File: config.mk
export PLATFORM = sky130hd
export DESIGN_NAME = echo_delay_ctrl_flat
export DESIGN_NICKNAME = d
export VERILOG_FILES = /design/src/rtl/echo_pkg.sv /design/src/rtl/echo_delay_ctrl_if.sv /design/src/rtl/sample_tick_gen.sv /design/src/rtl/echo_delay_ctrl.sv /design/src/flat_wrapper.sv
export SDC_FILE = /design/constraint.sdc
export NUM_CORES = 1
export LEC_CHECK = 0
export BUFFER_PORTS_ARGS = -buffer_cell sky130_fd_sc_hd__buf_2
export CAP_MARGIN = 5
export CORE_UTILIZATION = 51
export CTS_BUF_LIST = sky130_fd_sc_hd__clkbuf_8 sky130_fd_sc_hd__clkbuf_16
export DETAILED_ROUTE_END_ITERATION = 8
export GPL_TIMING_DRIVEN = 0
export HOLD_SLACK_MARGIN = 0.05
export PLACE_DENSITY = 0.7
export SYNTH_ARGS = -nofsm -noshare
export SYNTH_HDL_FRONTEND = slang
export SYNTH_SLANG_ARGS = --single-unit
export TNS_END_PERCENT = 5
File: constraint.sdc
create_clock -name clk -period 2.7 [get_ports clk]
set_input_delay 0.135 -clock clk [delete_from_list [all_inputs] [get_ports clk]]
set_output_delay 0.135 -clock clk [all_outputs]
set_load 0.05 [all_outputs]
File: src/rtl/echo_pkg.sv
// Shared constants and state encoding for the echo datapath: controller, delay-line FIFO and MAC.
package echo_pkg;

  localparam int ECHO_ADDR_SIZE = 11;
  localparam int ECHO_DIV       = 4;

  typedef enum logic [1:0] {
    ST_CLEAR = 2'd0,
    ST_FILL  = 2'd1,
    ST_RUN   = 2'd2
  } state_t;

  // Width of a counter that must hold 0..div-1 (at least one bit).
  function automatic int cnt_width(input int div);
    return (div <= 2) ? 1 : $clog2(div);
  endfunction

endpackage

File: src/rtl/echo_delay_ctrl_if.sv
// Controller <-> FIFO/MAC/audio-side signal bundle; master is the controller.
interface echo_delay_ctrl_if #(
  parameter int ADDR_SIZE = echo_pkg::ECHO_ADDR_SIZE
);

  logic [ADDR_SIZE-1:0] delay;
  logic                 delay_load;
  logic                 fifo_full;
  logic                 fifo_empty;
  logic                 sample_tick;
  logic                 wr_en;
  logic                 rd_en;
  logic                 fifo_clr;
  logic                 mix_en;
  logic                 err;

  modport master (
    input  delay, delay_load, fifo_full, fifo_empty,
    output sample_tick, wr_en, rd_en, fifo_clr, mix_en, err
  );

  modport slave (
    output delay, delay_load, fifo_full, fifo_empty,
    input  sample_tick, wr_en, rd_en, fifo_clr, mix_en, err
  );

endinterface

File: src/rtl/sample_tick_gen.sv
// Sample-rate divider: tick is high for one clk every DIV clks, so the FIFO runs on clk with enables.
module sample_tick_gen
  import echo_pkg::*;
#(
  parameter int DIV = ECHO_DIV
) (
  input  logic clk,
  input  logic rst,
  output logic tick
);

  localparam int            CW   = cnt_width(DIV);
  localparam logic [CW-1:0] LAST = CW'(DIV - 1);

  logic [CW-1:0] div_cnt_reg;

  always_ff @(posedge clk) begin
    if (rst) begin
      div_cnt_reg <= '0;
    end else if (div_cnt_reg == LAST) begin
      div_cnt_reg <= '0;
    end else begin
      div_cnt_reg <= div_cnt_reg + CW'(1);
    end
  end

  assign tick = (div_cnt_reg == LAST);

endmodule

File: src/rtl/echo_delay_ctrl.sv
// Single-echo sequencer: clears and pre-fills the delay FIFO to delay_reg samples, then pairs
// read/write on every sample tick. Decisions are taken on the divider tick and land one clk later.
module echo_delay_ctrl
  import echo_pkg::*;
#(
  parameter int ADDR_SIZE = ECHO_ADDR_SIZE,
  parameter int DIV       = ECHO_DIV
) (
  input logic               clk,
  input logic               rst,
  echo_delay_ctrl_if.master bus
);

  logic tick;

  state_t               state_reg, state_next;
  logic [ADDR_SIZE-1:0] fill_cnt_reg, fill_cnt_next;
  logic [ADDR_SIZE-1:0] delay_reg, delay_next;
  logic                 err_reg, err_next;
  logic                 sample_tick_reg;
  logic                 wr_en_reg, wr_en_next;
  logic                 rd_en_reg, rd_en_next;
  logic                 fifo_clr_reg, fifo_clr_next;
  logic                 mix_en_reg, mix_en_next;

  sample_tick_gen #(.DIV(DIV)) u_tick (
    .clk  (clk),
    .rst  (rst),
    .tick (tick)
  );

  always_ff @(posedge clk) begin
    if (rst) begin
      state_reg    <= ST_CLEAR;
      fill_cnt_reg <= '0;
      delay_reg    <= ADDR_SIZE'(1);
      err_reg      <= 1'b0;
    end else begin
      state_reg    <= state_next;
      fill_cnt_reg <= fill_cnt_next;
      delay_reg    <= delay_next;
      err_reg      <= err_next;
    end
  end

  // delay_load overrides everything else, including a coincident tick or error.
  always_comb begin
    state_next    = state_reg;
    fill_cnt_next = fill_cnt_reg;
    delay_next    = delay_reg;
    err_next      = err_reg;
    if (bus.delay_load) begin
      delay_next = (bus.delay == '0) ? ADDR_SIZE'(1) : bus.delay;
      err_next   = 1'b0;
      state_next = ST_CLEAR;
    end else begin
      case (state_reg)
        ST_CLEAR: begin
          fill_cnt_next = '0;
          state_next    = ST_FILL;
        end
        ST_FILL: begin
          if (bus.fifo_full) begin
            err_next   = 1'b1;
            state_next = ST_CLEAR;
          end else if (tick) begin
            fill_cnt_next = fill_cnt_reg + ADDR_SIZE'(1);
            if (fill_cnt_next == delay_reg) begin
              state_next = ST_RUN;
            end
          end
        end
        ST_RUN: begin
          if (tick && bus.fifo_empty) begin
            err_next   = 1'b1;
            state_next = ST_CLEAR;
          end
        end
        default: state_next = ST_CLEAR;
      endcase
    end
  end

  // mix_en rises with the first paired read so the MAC never adds stale FIFO output.
  always_comb begin
    wr_en_next    = 1'b0;
    rd_en_next    = 1'b0;
    fifo_clr_next = 1'b0;
    mix_en_next   = 1'b0;
    if (!bus.delay_load) begin
      case (state_reg)
        ST_CLEAR: fifo_clr_next = 1'b1;
        ST_FILL:  wr_en_next    = tick && !bus.fifo_full;
        ST_RUN: begin
          if (tick) begin
            if (!bus.fifo_empty) begin
              wr_en_next  = 1'b1;
              rd_en_next  = 1'b1;
              mix_en_next = 1'b1;
            end
          end else begin
            mix_en_next = mix_en_reg;
          end
        end
        default: ;
      endcase
    end
  end

  always_ff @(posedge clk) begin
    if (rst) begin
      sample_tick_reg <= 1'b0;
      wr_en_reg       <= 1'b0;
      rd_en_reg       <= 1'b0;
      fifo_clr_reg    <= 1'b0;
      mix_en_reg      <= 1'b0;
    end else begin
      sample_tick_reg <= tick;
      wr_en_reg       <= wr_en_next;
      rd_en_reg       <= rd_en_next;
      fifo_clr_reg    <= fifo_clr_next;
      mix_en_reg      <= mix_en_next;
    end
  end

  assign bus.sample_tick = sample_tick_reg;
  assign bus.wr_en       = wr_en_reg;
  assign bus.rd_en       = rd_en_reg;
  assign bus.fifo_clr    = fifo_clr_reg;
  assign bus.mix_en      = mix_en_reg;
  assign bus.err         = err_reg;

endmodule

File: src/flat_wrapper.sv
// flat-port wrapper written by rule: the top's interface ports become plain ports
module echo_delay_ctrl_flat import echo_pkg::*;
#(
  parameter int ADDR_SIZE = ECHO_ADDR_SIZE,
  parameter int DIV       = ECHO_DIV
)
  (clk, rst, bus_delay, bus_delay_load, bus_fifo_full, bus_fifo_empty, bus_sample_tick, bus_wr_en, bus_rd_en, bus_fifo_clr, bus_mix_en, bus_err);
  echo_delay_ctrl_if #(.ADDR_SIZE(ADDR_SIZE)) bus_i ();
  input logic clk;
  input logic rst;
  input wire logic [$bits(bus_i.delay)-1:0] bus_delay;
  input wire logic [$bits(bus_i.delay_load)-1:0] bus_delay_load;
  input wire logic [$bits(bus_i.fifo_full)-1:0] bus_fifo_full;
  input wire logic [$bits(bus_i.fifo_empty)-1:0] bus_fifo_empty;
  output wire logic [$bits(bus_i.sample_tick)-1:0] bus_sample_tick;
  output wire logic [$bits(bus_i.wr_en)-1:0] bus_wr_en;
  output wire logic [$bits(bus_i.rd_en)-1:0] bus_rd_en;
  output wire logic [$bits(bus_i.fifo_clr)-1:0] bus_fifo_clr;
  output wire logic [$bits(bus_i.mix_en)-1:0] bus_mix_en;
  output wire logic [$bits(bus_i.err)-1:0] bus_err;
  assign bus_i.delay = bus_delay;
  assign bus_i.delay_load = bus_delay_load;
  assign bus_i.fifo_full = bus_fifo_full;
  assign bus_i.fifo_empty = bus_fifo_empty;
  assign bus_sample_tick = bus_i.sample_tick;
  assign bus_wr_en = bus_i.wr_en;
  assign bus_rd_en = bus_i.rd_en;
  assign bus_fifo_clr = bus_i.fifo_clr;
  assign bus_mix_en = bus_i.mix_en;
  assign bus_err = bus_i.err;
  echo_delay_ctrl #(.ADDR_SIZE(ADDR_SIZE), .DIV(DIV)) u_core (.clk(clk), .rst(rst), .bus(bus_i));
endmodule
* Word level (Yosys, flattened, before mapping) *
Index checks and enable logic that the tools add are counted.
W data, S select, Z words.

storage, ports and cells
  flip-flop bits (word level) = 32
  input bits = 16
  output and inout port bits = 6
  logic and storage cells = 53

cells by class
  add/sub/neg operators = 2
  equal/unequal tests = 10
  multiplexer cells = 16
  bitwise gates (word level) = 2
  reduce and logical (&&, ||, !) cells = 13

operator list
  operator                 number
  $mux W11                 3
  $pmux W11 S2             1
  $add A11 B1 Y11 const B  1
  $eq A11 B11 Y1           1
  $logic_not A11 Y1        1
  $mux W2                  4
  $ne A3 B2 Y1 const B     2
  $pmux W2 S3              1
  $reduce_and A3 Y1        2
  $mux W1                  5
  $eq A2 B2 Y1 const B     2
  $ne A2 B1 Y1 const B     2
  $ne A2 B2 Y1 const B     2
  $pmux W1 S2              2
  $reduce_and A4 Y1        1
  $reduce_bool A2 Y1       2
  $reduce_or A2 Y1         2
  $reduce_or A3 Y1         1
  $add A2 B1 Y2 const B    1
  $eq A2 B1 Y1 const B     1
  $logic_and A1 B1 Y1      2
  $logic_not A2 Y1         1
  $not A1 Y1               2
  $logic_not A1 Y1         1

* Logic depth before layout (Yosys ltp) *
  depth after elaboration = 6
  gate-level depth with buffers = 8
  depth with buffers taken out = 8

* Modules after synthesis *
Synthesis repeated with hierarchy kept, for this count alone.

second synthesis, totals
  cell total of the unflattened synthesis = 200
  area total of the unflattened synthesis = 1681.6 sq um

modules (own cells, without submodules)
  module           instances  cells each  area each (sq um)  seq. area each (sq um)
  echo_delay_ctrl  1          195         1606.5             600.6
  sample_tick_gen  1          5           75.1               40.0

* Least setup slack after synthesis *
OpenSTA, ideal clock, no wires.

  path kind = register -> register
  start = reg u_core.fill_cnt_reg[0]
  end = reg u_core.state_reg[0]
  library setup time = 72 ps
  arrival = 1934 ps
  required time = 2628 ps
  setup slack = 694 ps
  cell stages (with the launch flop) = 9
  buffers on the path = 1
  clock period less this slack = 2006 ps
  path through = dfxtp_1 -> ha_1 -> buf_4 -> nand3_1 -> or4_4 -> a31oi_1 -> a21oi_1 -> o31ai_2 -> mux2i_1

between the ends
  cells in the longest elaborated chain, start to end = 4

RTL lines
  what                                line                   source
  start, declared                     echo_delay_ctrl.sv:17  logic [ADDR_SIZE-1:0] fill_cnt_reg, fill_cnt_next;
  start signal, assigned              echo_delay_ctrl.sv:40  fill_cnt_reg <= fill_cnt_next;
  $add A11 B1 Y11                     echo_delay_ctrl.sv:67  fill_cnt_next = fill_cnt_reg + ADDR_SIZE'(1);
  $eq A11 B11 Y1                      echo_delay_ctrl.sv:68  if (fill_cnt_next == delay_reg) begin
  $ne A3 B2 Y1 (no source line)       -
  $reduce_and A3 Y1 (no source line)  -
  end signal, assigned                echo_delay_ctrl.sv:39  state_reg <= state_next;
  end, declared                       echo_delay_ctrl.sv:16  state_t state_reg, state_next;

Every way passes these cells.
A chain may end at the register's enable or synchronous reset.

* Final worst setup path *
Same ends and word-level chain as after synthesis.

==> impl_metrics.tcl <==
set metrics [dict create \
    status "finished, final reports clean" \
    crit_path_max_fanout 8 \
    r2r-start "u_core.fill_cnt_reg[0]" \
    dp_hpwl_um 2911 \
    vias_per_cell 5.441 \
    crit_chain "ha_1 > buf_4 > nand3_1 > or4_4 > a31oi_1 > a21oi_1 > o31ai_2 > mux2i_1" \
    startpoint_type "flop" \
    clock_latency_ns 0.28 \
    pin_count 22 \
    post-route-cell-area_mm2 0.001964 \
    final_core_util_pct 62.80 \
    critPathLaunch "u_core.fill_cnt_reg[0]" \
    dieWidth_um 60.08 \
    synth_edf_count 0 \
    drive_gt1_share_pct 16.88 \
    cp_slowest_cell "or4_4" \
    grt_max_degree 11 \
    synthCells 210 \
    fmax_mhz 435.4 \
    max_stage_delay_ns 0.47 \
    grt_usage_pct 24.29 \
    synth-seq-cells 32 \
    antenna_left 0 \
    peakVddDrop_mv 0.4809 \
    chipHeight_um 60.08 \
    relSlewSlack_pct 56.39 \
    synthesis.nets 231 \
    setup_violations 0 \
    portBuffers 19 \
    hold_class "input pin to flop" \
    powerDensity_mw_per_mm2 508.5 \
    async_reset_ff_share_pct 0 \
    grt_pass1_wl_um 6361 \
    skew_ns 0.004393 \
    syn2layout_area_growth_pct 14.18 \
    ys.flop_type "dfxtp_1" \
    setup_tns_ns 0 \
    period_share_pct 85.07 \
    worstPathArrival_ns 2.52 \
    clockPowerShare_pct 38.0 \
    drc 0 \
    ctsRootBufferMaster "clkbuf_8" \
    place_congestion 0.8439 \
    drtIter0Drc 77 \
    crit_path_end_kind "flop" \
    ys_seq_area_share_pct 37.24 \
    share_seq_of_total_power_pct 50.3 \
    rows 20 \
    synth_cell_types 45 \
    synth_area_mm2 0.001720 \
    finalHoldViolCount 0 \
    antenna_cells 0 \
    ctsHoldBuffers 0 \
    cts_made_buffers 5 \
    synth_area_per_cell_um2 8.192 \
    die-area_mm2 0.003610 \
    critical_path_class "flop to flop" \
    cap_violations 0 \
    h-tree-depth 2 \
    cts_buffer_depth 2 \
    slew_viol_final 0 \
    core_mm2 0.003128 \
    grt_overflow 0 \
    cpLargestDelayFamily "simple AND/OR/NAND/NOR gates" \
    wire_per_inst_um 13.56 \
    ctsResizeCount 0 \
    tightest_slew_ns 0.6541 \
    p_switching_w 0.0002589 \
    clk_pin_slew_ns 0.07 \
    fillers 293 \
    hold_start "bus_delay[5]" \
    p_comb_share_pct 11.7 \
    cts_tree "done" \
    finalNonFillerCells 281 \
    hold_ws_ns 0.1034 \
    worst-path-buf-inv 1 \
    cts_setup_buffers 0 \
    grt_pass1_vias 1426 \
    p_int_w 0.0007401 \
    dr.pass1.iters 4 \
    drt_wl_total_um 3809 \
    nets 257 \
    dpl-instance-area_mm2 0.001871 \
    dp.cells 273 \
    ys_warn_count 0 \
    rsz0062_at_grt "false" \
    worstPathRequired_ns 2.92 \
    vias 1529 \
    clock-sinks 32 \
    start_util_pct 55.00 \
    leakagePower_nw 0.8124 \
    p_sw_share_pct 25.92 \
    fin_crit_ns 2.297 \
    antenna_found_initial 0 \
]
metrics by stage:
step / total power (W) / worst slack [ns]
finish: 0.0009989 / 0.4031
global route: 0.001040 / 0.2418
CTS: 0.001007 / 0.3895
detailed placement: 0.0006304 / 0.4052
global placement: 0.0006230 / 0.5057
floorplan: 0.0005922 / 0.6942
cell usage in the layout, fill, tap and decap left out, drive strengths merged, types with 3 or more instances in the layout:
cell / instances
dfxtp: 32
nor2: 30
buf: 27
nand2: 18
a21oi: 14
clkbuf: 12
mux2i: 11
nand3: 11
xnor2: 10
nor3: 9
and3: 6
inv: 5
o21ai: 5
nor2b: 5
ha: 5
a31oi: 4
nand4: 4
nand2b: 3
o31ai: 3
layout make-up:
type	count	area [um2]	area share [%]
buffer	14	66.31	3.376
clock buffer	6	82.58	4.204
clock inverter	2	11.26	0.5732
inverter	4	15.01	0.7643
multi-input combinational	160	998.5	50.83
sequential	32	640.6	32.61
tap	44	55.05	2.803
timing repair buffer	19	95.09	4.841
kinds of logic (layout without fill, tap and decap cells):
group,Yosys count,count (layout),synth area share (%)
flip-flops,32,32,37.24
buffers and inverters,18,45,4.726
AND/OR/NAND/NOR,96,96,27.78
adder cells (fa/ha/maj),5,5,3.636
AO/OA/AOI/OAI,36,36,14.11
multiplexers,11,11,6.400
XOR/XNOR,12,12,6.109
power groups by stage:
| stage | Sequential (W) | Clock (W) | Combinational (W) |
|---|---|---|---|
| after CTS | 0.000503 | 0.000387 | 0.000117 |
| after global placement | 0.000512 | 0 | 0.000111 |
| after global routing | 0.000504 | 0.000404 | 0.000132 |
| after detailed placement | 0.000513 | 0 | 0.000117 |
| after floorplan | 0.000516 | 0 | 0.0000766 |
| final | 0.000503 | 0.000379 | 0.000117 |
synthesized netlist by cell type (2+ instances only):
master / n / area, um2
xnor2_1: 10 / 87.58
nand2b_1: 3 / 18.77
buf_2: 5 / 25.02
a31oi_1: 4 / 25.02
o21ai_0: 5 / 25.02
nor4_1: 2 / 12.51
inv_1: 4 / 15.01
and3_1: 5 / 31.28
nand2_1: 17 / 63.81
nand4_1: 4 / 25.02
nand3_1: 10 / 50.05
nor2_1: 30 / 112.6
clkbuf_1: 6 / 22.52
nor3_1: 9 / 45.04
o31ai_1: 2 / 15.01
mux2i_1: 11 / 110.1
dfxtp_1: 32 / 640.6
ha_1: 5 / 62.56
a21oi_1: 13 / 65.06
buf_4: 2 / 15.01
a21o_1: 2 / 15.01
nor2b_1: 5 / 31.28
xor2_1: 2 / 17.52
final timing paths:
check | slack, ns | cells past startpoint | endpoint
worst max-delay path | 0.40 | 8 | u_core.state_reg[0]
worst min-delay path | 0.10 | 3 | u_core.delay_reg[5]
worst max register to register | 0.40 | 8 | u_core.state_reg[0]
worst min register to register | 0.45 | 1 | u_core.u_tick.div_cnt_reg[0]
tightest hold or removal path, delay by kind of cell:
| family | cells | cell delay (ns) |
|---|---|---|
| and+or+nand+nor | 1 | 0.07 |
| buffers and inverters | 1 | 0.08 |
| muxes | 1 | 0.06 |
layer usage:
layer	wire, um	global-route usage (%)
met5	0	0
met4	63	11.30
met3	121	4.545
met2	1795	39.21
met1	1828	31.09
No activity file was read; power rests on OpenSTA's default activity.
